<file path="src/rtl/uart_rx_fifo.sv">
// Receive-side FWFT byte buffer behind uart_rx: one write per rx_done rising edge,
// read-enable pop, sticky overrun when a byte is dropped on a full FIFO.
module uart_rx_fifo #(
  parameter int unsigned DATA_WIDTH = 8,
  parameter int unsigned DEPTH_LOG2 = 4
) (
  input  logic                  clk,
  input  logic                  rst,
  input  logic [DATA_WIDTH-1:0] rx_data,
  input  logic                  rx_done,
  input  logic                  rd_en,
  output logic [DATA_WIDTH-1:0] rd_data,
  output logic                  empty,
  output logic                  full,
  output logic [DEPTH_LOG2:0]   count,
  output logic                  overrun,
  input  logic                  clr_overrun
);

  localparam int unsigned DEPTH = 2 ** DEPTH_LOG2;
  localparam int unsigned PW    = DEPTH_LOG2;
  localparam int unsigned CW    = DEPTH_LOG2 + 1;

  logic                  rx_done_q;
  logic [PW-1:0]         wr_ptr;
  logic [PW-1:0]         rd_ptr;
  logic [DATA_WIDTH-1:0] mem [DEPTH];

  logic wr_req;
  logic do_wr;
  logic do_rd;
  logic drop;

  // A full FIFO is never empty, so rd_en on a full cycle always frees a slot.
  assign wr_req = rx_done & ~rx_done_q;
  assign do_rd  = rd_en & ~empty;
  assign do_wr  = wr_req & (~full | rd_en);
  assign drop   = wr_req & full & ~rd_en;

  assign empty   = (count == CW'(0));
  assign full    = (count == CW'(DEPTH));
  assign rd_data = empty ? '0 : mem[rd_ptr];

  // rx_done_q resets high so a level held through reset release is not a write.
  always_ff @(posedge clk or negedge rst) begin
    if (!rst) begin
      rx_done_q <= 1'b1;
      wr_ptr    <= '0;
      rd_ptr    <= '0;
      count     <= '0;
      overrun   <= 1'b0;
    end else begin
      rx_done_q <= rx_done;
      if (do_wr) wr_ptr <= wr_ptr + PW'(1);
      if (do_rd) rd_ptr <= rd_ptr + PW'(1);
      unique case ({do_wr, do_rd})
        2'b10:   count <= count + CW'(1);
        2'b01:   count <= count - CW'(1);
        default: count <= count;
      endcase
      if (drop) overrun <= 1'b1;
      else if (clr_overrun) overrun <= 1'b0;
    end
  end

  // Storage array, deliberately left unreset.
  always_ff @(posedge clk) begin
    if (do_wr) mem[wr_ptr] <= rx_data;
  end

endmodule

</file>
<file path="config.mk">
export PLATFORM = sky130hd
export DESIGN_NAME = uart_rx_fifo
export DESIGN_NICKNAME = d
export VERILOG_FILES = /design/src/rtl/uart_rx_fifo.sv
export SDC_FILE = /design/constraint.sdc
export NUM_CORES = 1
export LEC_CHECK = 0
export ABC_AREA = 1
export CAP_MARGIN = 20
export CORE_ASPECT_RATIO = 0.7
export CORE_MARGIN = 4
export CORE_UTILIZATION = 30
export CTS_CLUSTER_SIZE = 14
export DETAILED_ROUTE_END_ITERATION = 8
export DONT_BUFFER_PORTS = 1
export PLACE_DENSITY = 0.51
export REMOVE_ABC_BUFFERS = 1
export SLEW_MARGIN = 15
export SYNTH_ARGS = -nofsm -noshare
export SYNTH_HDL_FRONTEND = slang
export SYNTH_SLANG_ARGS = --single-unit
</file>
<file path="constraint.sdc">
create_clock -name clk -period 2.8 [get_ports clk]
set_clock_uncertainty 0.2 [all_clocks]
set_input_delay 0.28 -clock clk [delete_from_list [all_inputs] [get_ports clk]]
set_output_delay 0.28 -clock clk [all_outputs]
set_load 0.01 [all_outputs]
</file>
# [After elaboration in Yosys (flattened, before gate mapping)]
# Memories as Yosys holds them, arrays and structs flattened.
# Cells that the tools add are included.
[classes] eq_ne=3 n_reduce_logical=3 bitwise=10 n_mux=6 addsub=4
[ops] cell="$pmux W5 S2" n=1
[ops] cell="$add A4 B1 Y4 const B" n=2
[ops] cell="$mux W8" n=1
[ops] cell="$add A5 B1 Y5 const B" n=1
[ops] cell="$and A1 B1 Y1" n=5
[ops] cell="$eq A5 B5 Y1 const B" n=1
[ops] cell="$logic_not A5 Y1" n=1
[ops] cell="$sub A5 B1 Y5 const B" n=1
[ops] cell="$mux W1" n=4
[ops] cell="$not A1 Y1" n=4
[ops] cell="$reduce_bool A2 Y1" n=2
[ops] cell="$eq A2 B1 Y1 const B" n=1
[ops] cell="$eq A2 B2 Y1 const B" n=1
[ops] cell="$or A1 B1 Y1" n=1
[totals] mem_bits_rw=128 regBits=15 n_memories=1 out_inout_bits=16
[mem_list] name="mem" depth=16 width=8 read_ports=1 rd_clocked_by_memory_dff=0 write_ports=1 line_no="27" rtl="logic [DATA_WIDTH-1:0] mem [DEPTH];"

# [Longest topological paths before layout]
# Gate-level depths: netlist of the first run.
[depth] word_depth=6 depth_mapped=15 mapped_depth_nobuf=15

# [Worst setup path before layout of the first run]
# No wires, ideal clock.
[synth_path] kind="reg-to-reg" startpoint="register count[0]" endpoint="register count[4]" setup_ps=117 slack_ps=358 t_arrival_ps=2124 path_stages_with_launch=15 synth_period_minus_slack_ps=2442 path_buffers=0 path_cell_list="dfrtp_1 > nor2_1 > nand3_2 > nor2_8 > inv_2 > nand2_2 > inv_2 > ha_1 > xor2_1 > ha_1 > a21o_1 > nand3_1 > nand3_1 > nand3_1 > nand2_1"
[synth_via] elab_cells_between_ends=13 classes_between="add/sub (2); eq/ne (3); mux (1); bitwise (5); reduce/logical (2)"
[synth_lines] item="from (decl)" line_no="15" rtl="output logic [DEPTH_LOG2:0] count,"
[synth_lines] item="from (signal assigned)" line_no="57" rtl="2'b10: count <= count + CW'(1);"
[synth_lines] item="from (signal assigned)" line_no="58" rtl="2'b01: count <= count - CW'(1);"
[synth_lines] item="from (signal assigned)" line_no="59" rtl="default: count <= count;"
[synth_lines] item="$logic_not A5 Y1 (*)" line_no="40" rtl="assign empty = (count == CW'(0));"
[synth_lines] item="named net empty" line_no="13" rtl="output logic empty,"
[synth_lines] item="$not A1 Y1 (*)" line_no="36" rtl="assign do_rd = rd_en & ~empty;"
[synth_lines] item="$and A1 B1 Y1 (*)" line_no="36"
[synth_lines] item="named net do_rd" line_no="31" rtl="logic do_rd;"
[synth_lines] item="$eq A2 B1 Y1 / $eq A2 B2 Y1 (equally long branches)" line_no="56" rtl="unique case ({do_wr, do_rd})"
[synth_lines] item="$pmux W5 S2 / $reduce_bool A2 Y1 (equally long branches)"
# The timed path passes the listed nets; every way through them passes the cells marked *.
# A chain may end at the register's enable or synchronous reset.

# [Final worst setup path of the first run]
[layout_path] startpoint="register rd_ptr[0]" endpoint="output rd_data[5]"
[layout_via] elab_chain_len=2
[layout_lines] item="from (decl)" line_no="26" rtl="logic [PW-1:0] rd_ptr;"
[layout_lines] item="from (signal assigned)" line_no="55" rtl="if (do_rd) rd_ptr <= rd_ptr + PW'(1);"
[layout_lines] item="$mem_v2 Z16 W8"
[layout_lines] item="$mux W8" line_no="42" rtl="assign rd_data = empty ? '0 : mem[rd_ptr];"
[layout_lines] item="to (decl)" line_no="12" rtl="output logic [DATA_WIDTH-1:0] rd_data,"
# No other way between the ends.

==> key figures, run 1 <==
STA
  • Max Transition Viols Final: 0
  • Final Hold Fails: 0
  • RSZ-0062 raised after global routing: no
  • Worst hold slack: between 0.1 and 0.15 ns
  • Fmax achieved: 382 MHz
  • Min Tclk post-route: roughly 2.6 ns
  • Period utilization: 93.4%
  • Worst slew pin tran: 0.973 ns
  • Final setup viols: 0
  • Max_slew headroom: 34.9%

Critical path
  • Critical Path Source Type: flop
  • Arrival @ worst endpoint: around 2.1 ns
  • Setup Crit Path Kind: reg2out
  • Setup crit end kind: output pin
  • CP Max Fanout: 25
  • Req. time, crit path: 2.32 ns

Routing
  • Drt via density: 4.70
  • DRC viols: 0
  • DRT Pass-1 Iters: 5
  • Initial DRC count: about 400
  • ANT nets after route: 0
  • Via count: 4,084
  • Final WL: 15,200 um
  • Wire per inst: 17.5 um

Clock tree
  • CTS tree: done
  • Root Driver: clkbuf_16
  • Clk buf depth: 2
  • Worst skew pair latency: between 0.4 and 0.5 ns
  • H-tree depth: 4
  • Clk sinks: 143
  • Reg clk slew, reported paths: 0.06 ns
  • CTS Buf Count: 17

Yosys
  • Leading area contributor after synthesis: edfxtp_1
  • Ys Warns: 0
  • Most common cell in the netlist: nand2_1
  • Synth Instances: 546
  • Number of synthesized register bits: 143
  • Post-Syn Area: 6170 sq um
  • Asr flop ratio synth: about a tenth
  • Area share of the largest cell type after synthesis: 62.3%
  • Syn_area_per_cell: 11.3 sq um
  • Predominant post-synthesis flop cell: edfxtp_1
  • Post-synth top cells: 183 x nand2_1, 128 x edfxtp_1, 107 x nand3_1
  • Yosys cell types: 27
  • Sequential area share after synthesis: 68.4%
  • Area contributors post-synth: edfxtp_1 62%, nand2_1 11%, nand3_1 8.7%, dfrtp_1 5.7%, ha_1 1.8%
  • Post-synth EDFFs: 128

Die
  • Initial Utilization: a little under a third
  • Rows: 43
  • Die Y: 128 um
  • Core area: between 20,000 and 25,000 sq um
  • Die Wd: 179 um
  • # IOs: 29
  • Die area: 22,900 sq um

Power and ir drop
  • Leakage: roughly 2.8 nW
  • Power per cell area: 1060 nW/um^2
  • Tot Pwr: between 7 and 8 mW
  • Worst VDD drop: between 0.0004 and 0.0005 V

Layout
  • Cell area after layout: 7380 sq um
  • Area Overhead vs Synth: 19.7%
  • Nets: 607
  • Fraction of layout cells with a size suffix above 1: between 10% and 20%

Status
  • Outcome: finished, final reports clean

GRT
  • First-pass GRT wire length: between 20,000 and 25,000 um
  • Congestion Overflow GR: 0
  • Antenna violations before repair: 1
  • GRT Util Overall: between 10 and 15%
  • Vias in the first global route: 4,024
  • Largest net degree at the start of global routing: 50

Placement
  • Post-DP Area: about 6600 sq um
  • Gp weighted congestion: 0.881
  • Half-perimeter wire length after placement: 9780 um
  • Port Buffers: 0

Worst hold path
  • Worst Hold Class: in2async

Run
  • Maxcap violations: 0
-- where the power goes --
part	total [mW]	switching, mW	leakage (nW)	internal [mW]
logic	2.78	1.81	1.18	0.974
registers	2.69	0.179	1.33	2.52
clock network	2.33	0.846	0.291	1.48
total	7.80	2.83	2.80	4.97
-- layout make-up --
cell class | instances | area [sq um]
diodes | 1 | 2.50
clock buffers | 20 | 437
clock inverters | 12 | 168
fillers | 1958 | 12600
inverters | 22 | 87.6
multi-input cells | 356 | 1700
flip-flops and latches | 143 | 4230
well taps | 270 | 338
repair buffers | 45 | 420
-- cell families after synthesis --
kind of cell | Yosys count | share of synthesized area (%)
AOI/OAI and AO/OA | 20 | 1.83
xor gates and xnor gates | 9 | 1.28
buffers and inverters | 47 | 4.24
adders and majority gates | 9 | 1.83
DFF | 143 | 68.4
and+or+nand+nor | 318 | 22.4
-- worst max-delay path: stages (launching register included) --
cell	delay, ns
dfrtp_4	0.53
inv_4	0.12
buf_12	0.18
nand2_1	0.07
nand3_1	0.07
nand3_1	0.10
nand2_1	0.13
nand2_1	0.08
a21oi_1	0.23
buf_4	0.16
-- what timing repair did --
item / 4_1_cts / 5_1_grt
endpoints found under the setup margin: 0 / 5
resized for setup: 0 / 8
hold endpoints to repair: 151 / 0
hold buffers: 13 / 0
setup buffers: 0 / 1
-- sequential cells by signal, summed over array words and instances, names as in the netlist --
signal	flops
rx_done_q	1
count	5
rd_ptr	4
wr_ptr	4
overrun	1
mem	128
-- layout by cell type (no fill, tap or decap), types with 3 or more instances in the layout --
cell           count
inv_2              6
clkbuf_1           3
edfxtp_1         128
xor2_1             5
o21ai_0            3
o21ai_1            4
ha_1               8
dfrtp_1           12
dlygate4sd3_1     13
a21oi_1            9
bufinv_16          4
clkbuf_16         18
buf_4             27
nor2_1            18
inv_1             14
nand3_1          107
clkinv_2           4
xnor2_1            3
nand2_1          183
nand2_2            6
-- metrics by stage --
step	utilization [%]	setup TNS, ns	setup slack (ns)	std cells
6_report	36.9	0	0.185	869
5_1_grt	36.9	0	0.0777	869
4_1_cts	36.5	0	0.0143	866
3_5_place_dp	32.9	0	0.127	821
3_3_place_gp	32.9	0	0.218	821
2_1_floorplan	-	-1.14	-0.143	521
-- metal layers --
layer | global-route usage, % | vias to the layer above | routed length (um)
li1 | - | 1959 | -
met1 | 20.2 | 1985 | 7480
met2 | 20.3 | 112 | 6620
met3 | 3.30 | 28 | 817
met4 | 5.51 | 0 | 289
met5 | 0 | - | 0
-- path summary, 6_finish.rpt --
check,slack (ns),depth (start not counted),to,startpoint
worst max-delay path,0.19,9,rd_data[5],rd_ptr[0]$_DFFE_PN0P_
worst min-delay path,0.15,1,count[3]$_DFFE_PN0P_,rst
worst max register to register,0.25,8,mem[8][5]$_DFFE_PP_,count[2]$_DFFE_PN0P_
worst min register to register,0.41,2,count[3]$_DFFE_PN0P_,count[3]$_DFFE_PN0P_
max in group asynchronous,1.74,1,rd_ptr[0]$_DFFE_PN0P_,rst
min in group clk,0.22,1,rx_done_q$_DFF_PN1_,rx_done
(Power assumes the default switching activity.)
==> inputs of run 2 (changes only) <==
- PLACE_DENSITY: 0.51 -> 0.52
- clock period: 2.8 -> 2.4 ns (I/O delays scaled with it)
==> run 2 against run 1 <==
Effect of this change:
- the flow now finishes with violations (negative setup slack)
- first-iteration DRC count up 19%
- register-to-register slack worse by 0.27 ns
- via count up 3.2%
- routed wire length up 7.8%
- hold slack worse by 0.013 ns
- die area unchanged
- largest power group unchanged
- sequential power up 15%
- setup slack worse by 0.23 ns
- sequential share of layout area down 3.2 points
==> key figures, run 2 (same netlist as run 1, synthesis figures left out) <==
Critical path
  • Arrival @ worst endpoint: 2.01 ns (-0.12 ns)
  • Critical Path Source Type: flop
  • Req. time, crit path: 1.96 ns (-0.36 ns)
  • Setup crit end kind: output pin
  • Setup Crit Path Kind: reg2out
  • CP Max Fanout: 19 (-24%)
  • Reg2reg path depth: 13 (+5)

Layout
  • Fraction of layout cells with a size suffix above 1: 24.0% (+9.8 points)
  • Fin util: 39.1% (+2.2 points)
  • Most common cell after layout, fill and taps aside: nand2_1
  • Area Overhead vs Synth: 26.8%
  • Max reg flops: 128 (unchanged)
  • ANT cells: 0 (-1)
  • Cell area after layout: 7820 sq um (+5.9%)
  • Reg with most FFs: mem
  • Top flop regs: mem (128), count (5)
  • Nets: 621 (+2.3%)
  • Filler Cells Inserted: 1,909 (-2.5%)
  • Commonest cells after routing, fill and taps aside: 168 x nand2_1, 128 x edfxtp_1, 92 x nand3_1

STA
  • Final Hold Fails: 0 (unchanged)
  • RSZ-0062 raised after global routing: yes
  • Final setup viols: 2 (+2)
  • Worst hold slack: 0.134 ns (-0.0126 ns)
  • Final setup TNS: -0.0671 ns (-0.0671 ns)
  • Max_slew headroom: 38.8% (+4.0 points)
  • Worst slew pin tran: 0.914 ns (-0.0591 ns)
  • Period utilization: 102%
  • Max Transition Viols Final: 0 (unchanged)
  • Min Tclk post-route: between 2 and 2.5 ns
  • Setup ws final: -0.0464 ns (-0.232 ns)
  • Fmax achieved: roughly 410 MHz

GRT
  • Antenna violations before repair: 0 (-1)
  • GRT met2 Usage: 21.5% (+1.2 points)
  • Largest net degree at the start of global routing: 39 (-22%)
  • GRT Util Overall: 14.2% (+0.21 points)
  • First-pass GRT wire length: 24,400 um (+4.0%)
  • Met3 usage: 2.74% (-0.56 points)
  • Met1 usage in global routing: 21.0% (+0.76 points)
  • Gr busiest metal: met2
  • Vias in the first global route: 4,201 (+4.4%)
  • Congestion Overflow GR: 0 (unchanged)

Placement
  • Port Buffers: 0 (unchanged)
  • Gp weighted congestion: 0.896 (+1.7%)
  • Post-DP Area: 6630 sq um (+0.76%)
  • Half-perimeter wire length after placement: 10,100 um (+3.0%)
  • Dpl ws: -0.0746 ns (-0.202 ns)

Clock tree
  • H-tree depth: 4 (unchanged)
  • CTS Buf Count: 17 (unchanged)
  • Clk buf depth: 2 (unchanged)
  • Clk sinks: 143 (unchanged)
  • Reg clk slew, reported paths: 0.06 ns (about the same)
  • Root Driver: clkbuf_16
  • Worst skew pair latency: 0.42 ns (about the same)
  • CTS tree: done

Routing
  • ANT nets after route: 0 (unchanged)
  • Initial DRC count: 471 (+19%)
  • Via count: 4,216 (+3.2%)
  • DRC viols: 0 (unchanged)
  • Wire per inst: 18.6 um (+6.2%)
  • Final WL: 16,400 um (+7.8%)
  • DRT Pass-1 Iters: 5 (unchanged)
  • Drt via density: 4.78 (+1.7%)

Die
  • Die Y: 128 um (unchanged)
  • Die Wd: 179 um (unchanged)
  • Die area: 22,900 sq um (unchanged)
  • Core area: 20,000 sq um (unchanged)
  • Initial Utilization: 30.8% (unchanged)
  • # IOs: 29 (unchanged)
  • Rows: 43 (unchanged)

Status
  • Failing checks: negative setup slack
  • Outcome: finished with violations

Power and ir drop
  • Worst VDD drop: 0.000564 V (+16%)
  • Power per cell area: 1290 nW/um^2 (+22%)
  • Leakage: 2.97 nW (+6.0%)

Run
  • Maxcap violations: 0 (unchanged)

Worst hold path
  • Worst Hold Class: in2async
run 2: cell types whose count changed in the layout (fill, tap and decap cells not counted), moves of 7 or more:
cell     before  now
nand2_1     183  168
nand2_2       6   21
nand3_1     107   92
nand3_2       1   16
a21oi_1       9    2
run 2: final cells by class:
cell class | count | area (sq um) | area share, %
clock inverters | 15 | 219 | 2.80
repair buffers | 59 | 634 | 8.11
flip-flops and latches | 143 | 4220 | 54.0
clock buffers | 17 | 425 | 5.44
inverters | 22 | 95.1 | 1.22
well taps | 270 | 338 | 4.32
multi-input cells | 356 | 1890 | 24.1
run 2: final timing paths:
| check | from | to | slack [ns] |
|---|---|---|---|
| min | rst | wr_ptr[0]$_DFFE_PN0P_ | 0.13 |
| min reg2reg | count[1]$_DFFE_PN0P_ | count[1]$_DFFE_PN0P_ | 0.37 |
| min in group clk | rx_done | rx_done_q$_DFF_PN1_ | 0.20 |
| max in group asynchronous | rst | rd_ptr[0]$_DFFE_PN0P_ | 1.34 |
| max reg2reg | count[0]$_DFFE_PN0P_ | count[2]$_DFFE_PN0P_ | -0.02 |
| max | rd_ptr[0]$_DFFE_PN0P_ | rd_data[3] | -0.05 |
run 2: per-layer routing:
metal / vias to the layer above / wire (um)
met4: 0 / 113
met3: 12 / 937
met5: - / 0
li1: 1983 / -
met2: 139 / 7310
met1: 2082 / 8040
run 2: report_power, final:
| part | switching [mW] | internal [mW] |
|---|---|---|
| Clock | 1.11 | 1.78 |
| Combinational | 2.49 | 1.61 |
| Sequential | 0.173 | 2.93 |
run 2: timing repair:
action                                 in CTS  in global routing
buffers inserted                            1                  5
setup endpoints to repair                  10                 37
hold buffers                               13                  0
endpoints found under the hold margin     149                  0
resized for setup                          15                 49
pin swaps                                   3                 15
gates cloned                                1                  4
run 2: metrics by stage:
step / std cells / total power [mW]
after floorplan: 521 / 5.02
after global placement: 826 / 6.35
after detailed placement: 826 / 6.41
after CTS: 873 / 9.55
after global routing: 882 / 10.6
final: 882 / 10.1
run 2: critical path, stage by stage (launching register included):
cell	delay (ns)
dfrtp_2	0.48
buf_4	0.17
clkbuf_16	0.19
nand2_1	0.06
nand3_1	0.10
nand3_2	0.11
nand2_1	0.10
nand2_1	0.06
a21oi_1	0.17
buf_4	0.16
==> inputs of run 3 (changes only) <==
- CELL_PAD_IN_SITES_DETAIL_PLACEMENT: unset -> 1
- CELL_PAD_IN_SITES_GLOBAL_PLACEMENT: unset -> 2
- PLACE_DENSITY: 0.52 -> 0.68
- SETUP_SLACK_MARGIN: unset -> 0.3
==> run 3 against run 2 <==
Effect of this change:
- the flow now finishes without violations
- combinational power grew 13%
- non-clock buffer count grew 20
- maximum frequency grew 2.4%
- core utilization grew 2.3 points
- die area is the same
- global-route usage grew 1.7 points
- critical endpoint unchanged
- largest cell class unchanged
- largest power group unchanged
==> key figures, run 3 (same netlist as run 1, synthesis figures left out) <==
STA
  • Max_slew headroom: 48.0% (+9.1 points)
  • Final Hold Fails: 0 (unchanged)
  • Worst hold slack: 0.134 ns (+0.000203 ns)
  • Period utilization: 99.5% (-2.4 points)
  • Min Tclk post-route: 2.39 ns (-0.0574 ns)
  • Final setup viols: 0 (-2)
  • Worst slew pin tran: 0.778 ns (-0.136 ns)
  • Final setup TNS: 0 ns (+0.0671 ns)
  • Max Transition Viols Final: 0 (unchanged)
  • Fmax achieved: 419 MHz (+2.4%)
  • RSZ-0062 raised after global routing: yes
  • Setup ws final: 0.0109 ns (+0.0574 ns)

Critical path
  • Arrival @ worst endpoint: 1.95 ns (-0.06 ns)
  • Setup Crit Path Kind: reg2out
  • Setup crit end kind: output pin
  • Critical Path Source Type: flop
  • CP Max Fanout: 5 (-14)
  • Req. time, crit path: 1.96 ns (about the same)

Layout
  • Top flop regs: mem (128), count (5)
  • Cell area after layout: 8280 sq um (+5.9%)
  • Fin util: 41.4% (+2.3 points)
  • Commonest cells after routing, fill and taps aside: 174 x nand2_1, 128 x edfxtp_1, 89 x nand3_1
  • Area Overhead vs Synth: 34.3%
  • Fraction of layout cells with a size suffix above 1: 27.5% (+3.5 points)
  • Nets: 641 (+3.2%)
  • Most common cell after layout, fill and taps aside: nand2_1
  • Max reg flops: 128 (unchanged)
  • Reg with most FFs: mem

Power and ir drop
  • Power per cell area: 1240 nW/um^2 (-4.2%)
  • Leakage: 3.09 nW (+4.2%)
  • Comb power frac: 45.0% (+4.4 points)
  • Worst VDD drop: 0.000601 V (+6.5%)
  • Flop pwr share: 30.2% (-0.5 points)
  • Clk pwr share: 24.7% (-4.0 points)
  • Internal power: 6.29 mW (-0.40%)
  • Net Switching: 3.94 mW (+4.5%)
  • Switching Share: 38.5% (+1.1 points)

Placement
  • Port Buffers: 0 (unchanged)
  • Half-perimeter wire length after placement: 10,200 um (+1.3%)
  • Dpl ws: -0.0981 ns (-0.0235 ns)
  • Gp weighted congestion: 0.754 (-16%)
  • Post-DP Area: 6610 sq um (-0.34%)

Clock tree
  • Worst skew pair latency: 0.42 ns (about the same)
  • Reg clk slew, reported paths: 0.06 ns (about the same)
  • Clk buf depth: 2 (unchanged)
  • Root Driver: clkbuf_16
  • CTS tree: done
  • H-tree depth: 4 (unchanged)
  • Clk sinks: 143 (unchanged)
  • CTS Buf Count: 17 (unchanged)

GRT
  • Vias in the first global route: 4,360 (+3.8%)
  • Antenna violations before repair: 0 (unchanged)
  • First-pass GRT wire length: 26,500 um (+8.5%)
  • GRT Util Overall: 15.9% (+1.7 points)
  • Largest net degree at the start of global routing: 34 (-13%)
  • Congestion Overflow GR: 0 (unchanged)

Worst hold path
  • Worst Hold Class: in2async

Die
  • Initial Utilization: 30.8% (unchanged)
  • # IOs: 29 (unchanged)
  • Die Y: 128 um (unchanged)
  • Die area: 22,900 sq um (unchanged)
  • Die Wd: 179 um (unchanged)
  • Core area: 20,000 sq um (unchanged)
  • Rows: 43 (unchanged)

Routing
  • Final WL: 18,300 um (+11%)
  • DRC viols: 0 (unchanged)
  • Wire per inst: 20.2 um (+8.9%)
  • DRT Pass-1 Iters: 6 (+1)
  • ANT nets after route: 0 (unchanged)
  • Via count: 4,286 (+1.7%)
  • Initial DRC count: 316 (-33%)
  • Drt via density: 4.75 (-0.70%)

Run
  • Maxcap violations: 0 (unchanged)

Status
  • Outcome: finished, final reports clean
[run 3: changes by cell type in the layout (fill, tap and decap cells not counted), moves of 4 or more]
| cell | previous run | this run |
|---|---|---|
| nor2_4 | 1 | 17 |
| nand2_2 | 21 | 11 |
| nor2_1 | 14 | 1 |
| buf_12 | 4 | 17 |
| buf_6 | 3 | 9 |
| inv_6 | 6 | 1 |
| clkbuf_1 | 0 | 4 |
| nand2_1 | 168 | 174 |
[run 3: final cells by class]
| cell class | count | area [sq um] |
|---|---|---|
| Timing Repair Buffer | 79 | 970 |
| Fill cell | 2120 | 11700 |
| Tap cell | 270 | 338 |
| Clock buffer | 21 | 440 |
| Multi-Input combinational cell | 356 | 2090 |
| Clock inverter | 11 | 116 |
| Inverter | 22 | 95.1 |
| Antenna cell | 1 | 2.50 |
| Sequential cell | 143 | 4220 |
[run 3: metal layers]
metal | track usage [%] | vias to the layer above | part of all wire, %
met3 | 3.51 | 18 | 2.8
met2 | 25.0 | 50 | 49
met5 | 0 | - | 0
li1 | - | 2023 | -
met4 | 4.66 | 0 | 1.3
met1 | 22.2 | 2195 | 47
[run 3: worst paths after layout]
path,start,endpoint,slack [ns],depth (start not counted)
max in group asynchronous,rst,rd_ptr[0]$_DFFE_PN0P_,1.33,1
min in group clk,rx_done,rx_done_q$_DFF_PN1_,0.19,1
hold reg to reg,count[1]$_DFFE_PN0P_,count[1]$_DFFE_PN0P_,0.38,2
hold / removal,rst,count[2]$_DFFE_PN0P_,0.13,1
setup reg to reg,count[3]$_DFFE_PN0P_,count[2]$_DFFE_PN0P_,0.04,13
setup / recovery,rd_ptr[0]$_DFFE_PN0P_,rd_data[3],0.01,10
[run 3: what timing repair did]
action,CTS,global route
gates cloned,4,1
endpoints found under the setup margin,140,101
pin swaps,16,23
endpoints found under the hold margin,148,0
resized for setup,80,33
buffers inserted,11,18
hold buffers,13,0
[run 3: stage by stage]
| step | std cells | total power [mW] |
|---|---|---|
| after floorplan | 521 | 5.02 |
| after global placement | 823 | 6.38 |
| after detailed placement | 823 | 6.47 |
| after CTS | 883 | 9.81 |
| after global routing | 902 | 10.8 |
| final | 903 | 10.2 |
[run 3: power by group through the flow]
stage / logic, mW / registers [mW] / clock network [mW]
2_1_floorplan: 1.71 / 3.31 / 0
3_3_place_gp: 3.27 / 3.11 / 0
3_5_place_dp: 3.34 / 3.12 / 0
4_1_cts: 4.15 / 3.08 / 2.58
5_1_grt: 5.01 / 3.12 / 2.69
6_report: 4.61 / 3.09 / 2.53
[run 3: critical path, cell delays in order (launching register included)]
cell and delay (ns):
dfrtp_2 0.47, clkinv_4 0.12, buf_12 0.13, clkbuf_16 0.15
nand2_2 0.05, nand3_1 0.06, nand3_1 0.09, nand2_1 0.08
nand2_1 0.05, a21oi_1 0.16, buf_4 0.15
